**src/rtl/randrepl_pkg.sv**
```systemverilog
// -----------------------------------------------------------------------------
// randrepl_pkg
// Shared definitions for the random-replacement victim selector:
//   - lfsr_taps(width)  : Fibonacci tap mask (bit t set = curr[t] feeds the
//                         XOR into the MSB) for LFSR widths 3..16.
//   - RANDREPL_SEED_LSB : reset seed pattern (bit1 = 1, all others 0).
//   - randrepl_state_t  : allocation FSM states.
// Optional build macro used by the importing design: RANDREPL_SEED_EN.
// -----------------------------------------------------------------------------
package randrepl_pkg;

  localparam logic [1:0] RANDREPL_SEED_LSB = 2'b10;

  typedef enum logic {
    RR_IDLE = 1'b0,
    RR_HOLD = 1'b1
  } randrepl_state_t;

  // Tap masks are right-aligned: the caller keeps bits [width-1:0].
  // Widths 10..16 use primitive polynomials, so the sequence has period
  // 2^width - 1 and never visits zero.
  function automatic logic [15:0] lfsr_taps(input int width);
    case (width)
      3:       return 16'h0005;  // {2,0}
      4:       return 16'h0009;  // {3,0}
      5:       return 16'h001B;  // {4,3,1,0}
      6:       return 16'h0036;  // {5,4,2,1}
      7:       return 16'h0069;  // {6,5,3,0}
      8:       return 16'h00A6;  // {7,5,2,1}
      9:       return 16'h017C;  // {8,6,5,4,3,2}
      10:      return 16'h0081;  // {7,0}
      11:      return 16'h0201;  // {9,0}
      12:      return 16'h0053;  // {6,4,1,0}
      13:      return 16'h001B;  // {4,3,1,0}
      14:      return 16'h002B;  // {5,3,1,0}
      15:      return 16'h4001;  // {14,0}
      16:      return 16'hA011;  // {15,13,4,0}
      default: return 16'h0000;
    endcase
  endfunction

endpackage

```
**src/rtl/cache_rand_repl_lfsr_step.sv**
```systemverilog
// -----------------------------------------------------------------------------
// lfsr_step
// Combinational next-state function of a right-shifting Fibonacci LFSR.
// Reusable by any LFSR user; taps come from randrepl_pkg::lfsr_taps.
// Ports:
//   curr : current LFSR value (WIDTH bits)
//   next : value after one shift (WIDTH bits)
// -----------------------------------------------------------------------------
module lfsr_step
  import randrepl_pkg::*;
#(
  parameter int WIDTH = 8
) (
  input  logic [WIDTH-1:0] curr,
  output logic [WIDTH-1:0] next
);

  localparam logic [15:0]      TAPS_FULL = lfsr_taps(WIDTH);
  localparam logic [WIDTH-1:0] TAPS      = TAPS_FULL[WIDTH-1:0];

  always_comb begin
    next = {^(curr & TAPS), curr[WIDTH-1:1]};
  end

endmodule

```
**src/rtl/cache_rand_repl.sv**
```systemverilog
// -----------------------------------------------------------------------------
// cache_rand_repl
// Random-replacement victim selector for a set-associative cache. Invalid
// ways win over the random choice; the chosen victim is latched on an
// accepted AllocReq and held until the fill completes or is flushed. The
// LFSR advances only when a fill completes.
//
// Ports:
//   clk          : clock
//   reset        : synchronous, active-high reset
//   FlushStage   : pipeline flush, aborts a pending allocation
//   AllocReq     : miss needs a victim (sampled in IDLE)
//   FillDone     : line write completed (sampled in HOLD)
//   ValidWay     : valid bits of the addressed set (NUMWAYS)
//   SeedWrite    : (RANDREPL_SEED_EN only) load SeedData into the LFSR
//   SeedData     : (RANDREPL_SEED_EN only) seed value, 0 maps to reset seed
//   VictimWay    : one-hot victim, zero when VictimValid = 0
//   VictimValid  : victim held and valid
//   LFSRState    : current LFSR value (debug / coverage)
//
// Build macro: RANDREPL_SEED_EN adds the seed-load ports.
// -----------------------------------------------------------------------------
module cache_rand_repl
  import randrepl_pkg::*;
#(
  parameter int NUMWAYS = 4,
  parameter int WIDTH   = 8
) (
  input  logic               clk,
  input  logic               reset,
  input  logic               FlushStage,
  input  logic               AllocReq,
  input  logic               FillDone,
  input  logic [NUMWAYS-1:0] ValidWay,
`ifdef RANDREPL_SEED_EN
  input  logic               SeedWrite,
  input  logic [WIDTH-1:0]   SeedData,
`endif
  output logic [NUMWAYS-1:0] VictimWay,
  output logic               VictimValid,
  output logic [WIDTH-1:0]   LFSRState
);

  localparam int               LOGW        = $clog2(NUMWAYS);
  localparam logic [LOGW:0]    NUMWAYS_EXT = (LOGW + 1)'(NUMWAYS);
  localparam logic [WIDTH-1:0] RESET_SEED  = WIDTH'(RANDREPL_SEED_LSB);

  randrepl_state_t    state_q, state_d;
  logic [WIDTH-1:0]   lfsr_q, lfsr_d;
  logic [NUMWAYS-1:0] victim_way_q, victim_way_d;

  logic [WIDTH-1:0]   lfsr_next_raw;
  logic [WIDTH-1:0]   lfsr_stepped;
  logic [LOGW:0]      r_ext;
  logic [LOGW-1:0]    rand_idx;
  logic [NUMWAYS-1:0] rand_onehot;
  logic [NUMWAYS-1:0] inv_onehot;
  logic [NUMWAYS-1:0] victim_sel;
  logic               seed_load;
  logic [WIDTH-1:0]   seed_value;

  lfsr_step #(
    .WIDTH (WIDTH)
  ) u_lfsr_step (
    .curr (lfsr_q),
    .next (lfsr_next_raw)
  );

  // Victim selection: invalid-way priority encoder plus random index.
  always_comb begin
    // Some small-width tap sets are not primitive and could shift into zero;
    // falling back to the reset seed keeps the LFSR out of the lockup state.
    lfsr_stepped = (lfsr_next_raw == '0) ? RESET_SEED : lfsr_next_raw;

    // Out-of-range random values fold back with a single subtraction; for a
    // power-of-2 way count the compare is never true and idx = r.
    r_ext    = {1'b0, lfsr_q[LOGW-1:0]};
    rand_idx = (r_ext >= NUMWAYS_EXT) ? LOGW'(r_ext - NUMWAYS_EXT)
                                      : lfsr_q[LOGW-1:0];
    rand_onehot = NUMWAYS'(1) << rand_idx;

    // ~v & (v + 1) isolates the lowest clear bit of v: the lowest-index
    // invalid way. It yields zero when every way is valid.
    inv_onehot = ~ValidWay & (ValidWay + NUMWAYS'(1));
    victim_sel = (&ValidWay) ? rand_onehot : inv_onehot;
  end

  always_comb begin
`ifdef RANDREPL_SEED_EN
    seed_load  = SeedWrite;
    seed_value = (SeedData == '0) ? RESET_SEED : SeedData;
`else
    seed_load  = 1'b0;
    seed_value = RESET_SEED;
`endif
  end

  // Allocation FSM and LFSR next state.
  always_comb begin
    // NOTE: every signal written here gets a default first so no path can
    // leave it unassigned and infer a latch.
    state_d      = state_q;
    lfsr_d       = lfsr_q;
    victim_way_d = victim_way_q;

    case (state_q)
      RR_IDLE: begin
        if (AllocReq && !FlushStage) begin
          victim_way_d = victim_sel;
          state_d      = RR_HOLD;
        end
      end
      RR_HOLD: begin
        // Flush outranks fill completion: the aborted fill must not consume
        // a random value.
        if (FlushStage) begin
          victim_way_d = '0;
          state_d      = RR_IDLE;
        end else if (FillDone) begin
          lfsr_d       = lfsr_stepped;
          victim_way_d = '0;
          state_d      = RR_IDLE;
        end
      end
      default: begin
        victim_way_d = '0;
        state_d      = RR_IDLE;
      end
    endcase

    // A seed load overrides any step in the same cycle; the FSM is untouched.
    if (seed_load) begin
      lfsr_d = seed_value;
    end
  end

  always_ff @(posedge clk) begin
    // NOTE: state registers use non-blocking assignments so every flop
    // samples pre-edge values, independent of statement order.
    if (reset) begin
      state_q      <= RR_IDLE;
      lfsr_q       <= RESET_SEED;
      victim_way_q <= '0;
    end else begin
      state_q      <= state_d;
      lfsr_q       <= lfsr_d;
      victim_way_q <= victim_way_d;
    end
  end

  assign VictimWay   = victim_way_q;
  assign VictimValid = (state_q == RR_HOLD);
  assign LFSRState   = lfsr_q;

endmodule

```
**config.mk**
```make
export PLATFORM = sky130hd
export DESIGN_NAME = cache_rand_repl
export DESIGN_NICKNAME = d
export VERILOG_FILES = /design/src/rtl/randrepl_pkg.sv /design/src/rtl/cache_rand_repl_lfsr_step.sv /design/src/rtl/cache_rand_repl.sv
export SDC_FILE = /design/constraint.sdc
export NUM_CORES = 1
export LEC_CHECK = 0
export BUFFER_PORTS_ARGS = -buffer_cell sky130_fd_sc_hd__buf_2
export CAP_MARGIN = 20
export CORE_MARGIN = 5
export CORE_UTILIZATION = 45
export CTS_CLUSTER_SIZE = 24
export DETAILED_ROUTE_END_ITERATION = 16
export PLACE_DENSITY = 0.74
export SETUP_SLACK_MARGIN = 0.02
export SLEW_MARGIN = 10
export SYNTH_ARGS = -nofsm -noshare
export SYNTH_HDL_FRONTEND = slang
export SYNTH_SLANG_ARGS = --single-unit
```
**constraint.sdc**
```tcl
create_clock -name clk -period 3.33 [get_ports clk]
set_input_delay 0.4995 -clock clk [delete_from_list [all_inputs] [get_ports clk]]
set_output_delay 0.4995 -clock clk [all_outputs]
set_load 0.05 [all_outputs]
```
* Yosys cells after proc, flatten, opt, wreduce, memory -nomap -nowiden *
Index checks and enable logic that the tools add are counted.

storage, ports and cells
  bits in registers = 13
  bits in latches = 0
  memory bits (writable) = 0
  bits in read-only memories = 0
  input port bits = 9
  output and inout bits = 13
  logic and storage cells = 28
  memories kept = 0

cells by class
  add/sub/neg operators = 1
  $mul = 0
  div/mod/pow operators = 0
  order comparisons = 0
  eq/ne operators = 2
  shift operators = 1
  muxes and demuxes = 10
  bitwise logic cells = 4
  reductions and logical operators = 7

operators with widths
  cell                                                               number
  4-bit two-way mux                                                  4
  8-bit logical NOT                                                  1
  8-bit two-way mux                                                  1
  4-bit one-hot mux with 2 select lines                              1
  8-bit parity                                                       1
  4-bit by 1-bit adder with 4-bit output, second input constant      1
  4-bit bitwise AND                                                  1
  4-bit NOT                                                          1
  4-bit AND reduction                                                1
  1-bit by 2-bit << shifter with 4-bit output, first input constant  1
  1-bit two-way mux                                                  3
  3-bit != test, second input constant                               1
  3-bit AND reduction                                                1
  2-bit != test, second input constant                               1
  1-bit NOT                                                          2
  1-bit one-hot mux with 2 select lines                              1
  2-bit AND reduction                                                1
  1-bit logical AND                                                  1
  1-bit logical NOT                                                  1

* Logic depth before layout (Yosys ltp) *
Gate-level depths: netlist of run 1.

  depth after elaboration = 5
  gate-level depth with buffers = 5

* Modules after synthesis *
From an unflattened synthesis of run 1, not the netlist that was laid out.

unflattened totals
  cell total of the unflattened synthesis = 69
  area total of the unflattened synthesis = 640.6 um2

by module, submodules not included
  module           times used  cells each  area an instance (um2)  seq. area each (um2)
  cache_rand_repl  1           59          561.8                   260.2
  lfsr_step        1           10          78.8                    0.0

* Worst setup path before layout of run 1 *
Ideal clock, no wire load.

  path type = register to register
  from = reg lfsr_q[1] (netlist: LFSRState[1])
  to = reg lfsr_q[0] (netlist: LFSRState[0])
  setup time = 0.132 ns
  arrival time = 1.641 ns
  slack = 1.557 ns
  stages on the path, launching flop included = 6
  path buffers = 0
  clock period less this slack = 1.773 ns
  path through = dfxtp_1 -> inv_1 -> ha_1 -> nor4b_1 -> a211o_1 -> a21oi_1

on the way
  cells in the longest elaborated chain, start to end = 3

ends and longest elaborated chain
  element                 line                             source
  from (decl)             cache_rand_repl.sv:49            logic [WIDTH-1:0] lfsr_q, lfsr_d;
  from (signal assigned)  cache_rand_repl.sv:146           lfsr_q <= lfsr_d;
  8-bit parity            cache_rand_repl_lfsr_step.sv:22  next = {^(curr & TAPS), curr[WIDTH-1:1]};
  8-bit logical NOT       cache_rand_repl.sv:73            lfsr_stepped = (lfsr_next_raw == '0) ? RESET_SEED : lfsr_next_raw;
  8-bit two-way mux (*)   cache_rand_repl.sv:73

Every way passes the cells marked *; elsewhere a longest branch is shown, timed or not.
A chain may end at the register's enable or synchronous reset.

* Worst setup path in the final report of run 1 *
Ends and elaborated chain as after synthesis.

==> results of run 1 <==
-- area by class of cell --
cell class | instances | area [um^2] | area share
inverters | 4 | 15.01 | 0.02034
repair buffers | 21 | 105.1 | 0.1424
flip-flops and latches | 13 | 260.3 | 0.3525
clock buffers | 3 | 22.52 | 0.03051
clock inverters | 1 | 5.005 | 0.006780
multi-input cells | 45 | 311.5 | 0.4220
well taps | 15 | 18.77 | 0.02542
-- registers in the layout, indices dropped and copies added, names as in the netlist --
signal / flops
VictimWay: 4
VictimValid: 1
LFSRState: 8
-- stage by stage --
stage                     instances    util  setup WS (ns)  hold slack (ns)
after floorplan                  64       -          1.557           0.5788
after global placement           98  0.5602          1.634           0.4454
after detailed placement         98  0.5602          1.582           0.4625
after CTS                       102  0.5819          1.793           0.4248
after global routing            102  0.5819          1.700           0.4263
final                           102  0.5819          1.783           0.4312
-- cells in the final DEF (no fill, tap or decap) --
cell      count
a22o_2        1
a32o_1        1
nand3_1       2
nand2b_1      1
nand3b_1      3
nor2_1        6
or3_1         1
buf_2        21
a211o_1       1
xnor2_1       1
o21bai_1      1
clkbuf_4      3
a211o_2       1
a21oi_1       4
nor3_1        2
nand2_1       3
mux2i_1       6
ha_1          1
a22o_1        1
clkinv_2      1
and2_1        1
dfxtp_1      13
nor4b_1       1
or3b_4        1
a211oi_1      1
and3b_4       1
inv_1         4
o21ai_0       4
-- layer usage --
metal / track usage / share of wire
met5: 0 / 0
met3: 0.02734 / 0.084
met2: 0.1868 / 0.47
met4: 0.09659 / 0.0075
met1: 0.1492 / 0.44
-- worst min path at each step --
| stage | start | end | slack, ns | depth (start not counted) |
|---|---|---|---|---|
| CTS | FlushStage | VictimValid | 0.42 | 2 |
| global placement | VictimWay[1] | VictimWay[1] | 0.45 | 1 |
| global route | FlushStage | VictimValid | 0.43 | 2 |
| detailed placement | VictimWay[3] | VictimWay[3] | 0.46 | 1 |
| finish | FlushStage | VictimValid | 0.43 | 2 |
| floorplan | FlushStage | VictimValid | 0.58 | 1 |
-- kinds of logic after synthesis --
group                      count (synthesis)  synth area share
and+or+nand+nor                           22            0.2143
adders and majority gates                  1           0.02101
xor gates and xnor gates                   1           0.01471
buffers and inverters                      6           0.03989
AOI/OAI and AO/OA                         15            0.1723
DFF                                       13            0.4370
muxes                                      6            0.1008
-- power breakdown --
part	leakage, nW	switching [mW]	internal [mW]
clock	0.0177	0.0484	0.0444
combinational	0.245	0.0224	0.0134
sequential	0.105	0.00236	0.158
-- critical path: cells and delay by family, from the launching register on --
kind | cells | cell delay, ns
AO/OA/AOI/OAI | 2 | 0.24
adder cells (fa/ha/maj) | 1 | 0.32
buffers and inverters | 1 | 0.08
AND/OR/NAND/NOR | 1 | 0.40
flip-flops | 1 | 0.39
==> flow_summary.toml, run 1 <==
[yosys]
synth_commonest_cells = "13 x dfxtp_1, 6 x mux2i_1, 6 x nor2_1"
synthArstFlopShare = 0
synth_warnings = 0
synth_area_leader_cell = "dfxtp_1"
synth_area_leaders = "dfxtp_1 44%, mux2i_1 10%, nand3b_1 3.8%, nor2_1 3.8%, a21oi_1 3.4%"
syn-num-nets = 74
yosysTopAreaCellShare = 0.4370
seq_area_frac_synth = 0.4370
ys_seq_elements = 13
synth_cells = 64
synth_most_common_cell = "dfxtp_1"
ys.flop_type = "dfxtp_1"
synth_area_um2 = 595.6
ys_types = 27
avgSynthCellArea_um2 = 9.306
synth_edf_count = 0

[critical_path]
worstRegToRegCells = 5
worst_path_max_delay_cell = "nor4b_1"
start_kind = "register"
end_kind = "register"
crit_type = "reg2reg"
rrSetupSlack_ns = 1.78
crit_chain = "inv_1, ha_1, nor4b_1, a211o_1, a21oi_1"
cp.arrival_ns = 1.70
max_stage_delay_ns = 0.40
cp-endpoint = "LFSRState[0]"
required_ns = 3.48
r2r-end = "LFSRState[0]"
r2r-start = "LFSRState[1]"
startpoint = "LFSRState[1]"
crit_fanout = 5

[clock_tree]
cts_tree = "built"
max-clock-path-buffers = 2
cts_resized = 0
cts_root_buffer = "clkbuf_4"
cts_hold_buffers = 0
clk_pin_slew_ns = 0.08
cts_made_buffers = 3
clock_latency_ns = 0.27
htree_levels = 1
cts_sinks = 13
postCtsSetupRepairBufs = 0

[job]
maxCapViolCount = 0

[routing]
routed_wl_um = 1199
initialDrtViolationCount = 8
wl_per_cell_um = 11.75
drc = 0
vias = 542
drt_pass1_iterations = 4
antenna_left = 0
viasPerCell = 5.314

[floorplanning]
die_w_um = 46.38
num_io_pins = 22
start_util = 0.4694
die_h_um = 46.38
core_area_um2 = 1269
rows = 13
dieArea_um2 = 2151

[sta]
final-hold-violation-count = 0
slew_viol_final = 0
fin_crit_ns = 1.547
max_freq_mhz = 646.5
setup_viol = 0
rsz0062_at_grt = "false"
fin_skew_ns = 0.004847
slew_headroom = 0.6767
fin_crit_sh = 0.4645
tightest_slew_ns = 0.4835
fin_setup_tns_ns = 0

[power_and_ir_drop]
p_per_area_nw_per_um2 = 391.5
p_leak_nw = 0.3683
power_mw = 0.2890
vdd_drop_max_mv = 0.2513

[global_route]
grt_overflow = 0
grt_first_pass_wirelength_um = 1883
antenna_found_initial = 0
grt_pass1_vias = 482
grt_usage = 0.1238
grt_max_degree = 13

[place]
hpwl_um = 965.3
gp_congestion = 0.7941
place_area_um2 = 710.7
portBuffers = 21

[layout]
fin_area_um2 = 738.2
final_nets = 98
syn_to_final_growth_pct = 23.95
fillerInstances = 113
antenna_cells = 0
drive_gt1_frac = 0.3333

[hold_path]
hp-class = "in2reg"

[outcome]
status = "completed"
(Power assumes the default switching activity.)
==> inputs of run 2 (changes only) <==
CORE_UTILIZATION = 41   (was 45)
PLACE_DENSITY = 0.71   (was 0.74)
clock period = 1.4 ns   (was 3.33 ns; I/O delays follow)
==> flow_summary.toml, run 2 (synthesized netlist as in run 1, its figures left out) <==
[critical_path]
crit_fanout = 5
start_kind = "register"
r2r-start = "VictimValid"
cp.arrival_ns = 1.46
startpoint = "VictimValid"
end_kind = "register"
required_ns = 1.56
crit_type = "reg2reg"
rrSetupSlack_ns = 0.1

[power_and_ir_drop]
power_mw = 0.6881
vdd_drop_max_mv = 0.5428
p_per_area_nw_per_um2 = 891.4
p_leak_nw = 0.3695

[layout]
drive_gt1_frac = 0.3977
fillerInstances = 136
syn_to_final_growth_pct = 29.62
layoutNonFillerInstCount = 103
antenna_cells = 0
largest_reg_flops = 8
utilization = 0.5788
layout_commonest_cell = "buf_2"
final_nets = 99
layout_common_cells = "21 x buf_2, 10 x dfxtp_1, 6 x mux2i_1, 6 x nor2_1"

[clock_tree]
cts_sinks = 13
cts_root_buffer = "clkbuf_4"
htree_levels = 1
cts_resized = 0
cts_made_buffers = 3
clock_latency_ns = 0.27
cts_tree = "built"
clk_pin_slew_ns = 0.07
cts_hold_buffers = 0
postCtsSetupRepairBufs = 0
max-clock-path-buffers = 2

[global_route]
grt_max_degree = 13
grt_pass1_vias = 512
grt_first_pass_wirelength_um = 2125
grt_usage = 0.1370
antenna_found_initial = 0
grt_overflow = 0

[floorplanning]
dieArea_um2 = 2315
rows = 13
start_util = 0.4465
num_io_pins = 22
core_area_um2 = 1334
die_w_um = 48.12
die_h_um = 48.12

[routing]
initialDrtViolationCount = 8
antenna_left = 0
drt_pass1_iterations = 2
vias = 544
viasPerCell = 5.282
drc = 0
wl_per_cell_um = 12.29
routed_wl_um = 1266

[sta]
setup_viol = 0
fin_setup_tns_ns = 0
fin_crit_sh = 0.9317
rsz0062_at_grt = "false"
fin_skew_ns = 0.002119
slew_headroom = 0.8081
final-hold-violation-count = 0
fin_crit_ns = 1.304
whs_ns = 0.1313
max_freq_mhz = 766.6
slew_viol_final = 0
tightest_slew_ns = 0.2870

[job]
maxCapViolCount = 0

[hold_path]
hp-class = "in2reg"
worstHoldStart = "FlushStage"

[place]
gp_congestion = 0.6977
hpwl_um = 996.9
portBuffers = 21
placed_cells = 99

[outcome]
status = "completed"
[run 2: layout make-up]
type | count | area [um^2] | share of cell area
sequential | 13 | 269.0 | 0.3485
inverter | 4 | 15.01 | 0.01945
multi-input combinational | 45 | 330.3 | 0.4279
tap | 15 | 18.77 | 0.02431
clock buffer | 4 | 26.28 | 0.03404
timing repair buffer | 22 | 112.6 | 0.1459
[run 2: final timing paths]
path,to,depth (start not counted)
hold reg to reg,VictimWay[2],2
setup / recovery,VictimWay[0],3
setup reg to reg,VictimWay[0],3
hold / removal,VictimValid,2
[run 2: layer usage]
metal / share of wire / vias to the layer above / track usage
met5: 0 / - / 0
met4: 0.013 / 0 / 0.08065
met3: 0.076 / 2 / 0.04428
met2: 0.45 / 17 / 0.2269
met1: 0.46 / 248 / 0.1528
li1: - / 277 / -
[run 2: metrics by stage]
stage	instance area (um^2)	setup slack (ns)
2_1_floorplan	623.1	0.02310
3_3_place_gp	745.7	0.1284
3_5_place_dp	745.7	0.1102
5_1_grt	772.0	0.03239
6_report	772.0	0.09561
4_1_cts	772.0	0.07835
[run 2: power by group]
part	switching [mW]	internal, mW	leakage [nW]	total, mW
Clock	0.113	0.110	0.0150	0.223
Sequential	0.00542	0.373	0.106	0.378
Combinational	0.0538	0.0331	0.248	0.0869
Total	0.172	0.516	0.370	0.688
[run 2: critical path, cell delays in order (launching register included)]
cell	delay, ns
dfxtp_2	0.34
or3b_4	0.42
and3b_4	0.20
a22o_1	0.23
==> inputs of run 3 (changes only) <==
PLACE_DENSITY = 0.79   (was 0.71)
SLEW_MARGIN = unset   (was 10)
==> flow_summary.toml, run 3 (synthesized netlist as in run 1, its figures left out) <==
[layout]
layout_common_cells = "21 x buf_2, 10 x dfxtp_1, 6 x mux2i_1, 6 x nor2_1"
antenna_cells = 0
layout_commonest_cell = "buf_2"
layoutNonFillerInstCount = 103
syn_to_final_growth_pct = 29.62
final_nets = 99
largest_reg_flops = 8
drive_gt1_frac = 0.3977

[sta]
fin_crit_sh = 0.9364
slew_viol_final = 0
fin_skew_ns = 0.008422
max_freq_mhz = 762.8
fin_setup_tns_ns = 0
final-hold-violation-count = 0
slew_headroom = 0.8249
rsz0062_at_grt = "false"
fin_crit_ns = 1.311
setup_viol = 0
tightest_slew_ns = 0.2607

[routing]
vias = 536
viasPerCell = 5.204
drc = 0
antenna_left = 0
wl_per_cell_um = 12.10
initialDrtViolationCount = 5
drt_pass1_iterations = 4
routed_wl_um = 1246

[clock_tree]
cts_resized = 0
clk_pin_slew_ns = 0.08
max-clock-path-buffers = 2
cts_tree = "built"
cts_sinks = 13
cts_made_buffers = 3
clock_latency_ns = 0.27
cts_hold_buffers = 0
cts_root_buffer = "clkbuf_4"
htree_levels = 1
postCtsSetupRepairBufs = 0

[hold_path]
holdPathStages = 2
worstHoldStart = "FlushStage"
hp-class = "in2reg"
worst_hold_path.endpoint = "VictimValid"

[power_and_ir_drop]
p_leak_nw = 0.3695
vdd_drop_max_mv = 0.5589
p_per_area_nw_per_um2 = 897.6

[global_route]
grt_usage = 0.1198
grt_overflow = 0
grt_first_pass_wirelength_um = 1890
grt_max_degree = 13
grt_pass1_vias = 467
antenna_found_initial = 0

[place]
placed_cells = 99
portBuffers = 21
hpwl_um = 993.8
gp_congestion = 0.8070

[floorplanning]
die_w_um = 48.12
core_area_um2 = 1334
rows = 13
dieArea_um2 = 2315
die_h_um = 48.12
num_io_pins = 22
start_util = 0.4465

[critical_path]
r2r-end = "LFSRState[7]"
crit_fanout = 5
crit_type = "reg2reg"
cp.arrival_ns = 1.52
end_kind = "register"
r2r-start = "LFSRState[1]"
required_ns = 1.61
rrSetupSlack_ns = 0.09
worstRegToRegCells = 5
start_kind = "register"

[outcome]
status = "completed"

[job]
maxCapViolCount = 0
[run 3: cell counts in the layout (fill, tap and decap cells not counted)]
No cell type changed its count.
[run 3: worst max-delay path by stage]
stage	start	to	slack (ns)	cells after the start
after floorplan	LFSRState[1]	LFSRState[7]	0.02	5
after global placement	VictimValid	VictimWay[0]	0.15	3
after detailed placement	LFSRState[1]	LFSRState[7]	0.10	5
after CTS	LFSRState[1]	LFSRState[7]	0.07	5
after global routing	LFSRState[1]	LFSRState[7]	0.03	5
final	LFSRState[1]	LFSRState[7]	0.09	5
[run 3: final cells by class]
cell class / count / area (um^2)
repair buffers: 22 / 112.6
well taps: 15 / 18.77
flip-flops and latches: 13 / 269.0
fillers: 130 / 561.8
clock buffers: 4 / 26.28
inverters: 4 / 15.01
multi-input cells: 45 / 330.3
[run 3: stage by stage]
step	hold WS [ns]	power (mW)	util	setup WS [ns]	instance area (um^2)
2_1_floorplan	0.2818	0.4444	-	0.02310	623.1
3_3_place_gp	0.4094	0.4718	0.5591	0.1455	745.7
3_5_place_dp	0.4202	0.4733	0.5591	0.1026	745.7
4_1_cts	0.1103	0.7135	0.5788	0.06874	772.0
5_1_grt	0.1142	0.7391	0.5788	0.02724	772.0
6_report	0.1266	0.6930	0.5788	0.08905	772.0
[run 3: power breakdown]
part / switching (mW) / total (mW) / internal (mW)
clock network: 0.119 / 0.229 / 0.110
logic: 0.0523 / 0.0853 / 0.0330
registers: 0.00544 / 0.378 / 0.373
total: 0.177 / 0.693 / 0.516
[run 3: critical path, stage by stage, from the launching register on]
cell     delay [ns]
dfxtp_4        0.37
inv_2          0.05
ha_4           0.24
xnor2_1        0.12
or3_1          0.31
a21oi_1        0.15
[run 3: metal layers]
layer	GRT usage	part of all wire
met2	0.1953	0.48
met1	0.1397	0.46
met5	0	0
met3	0.05904	0.065
met4	0.03226	0
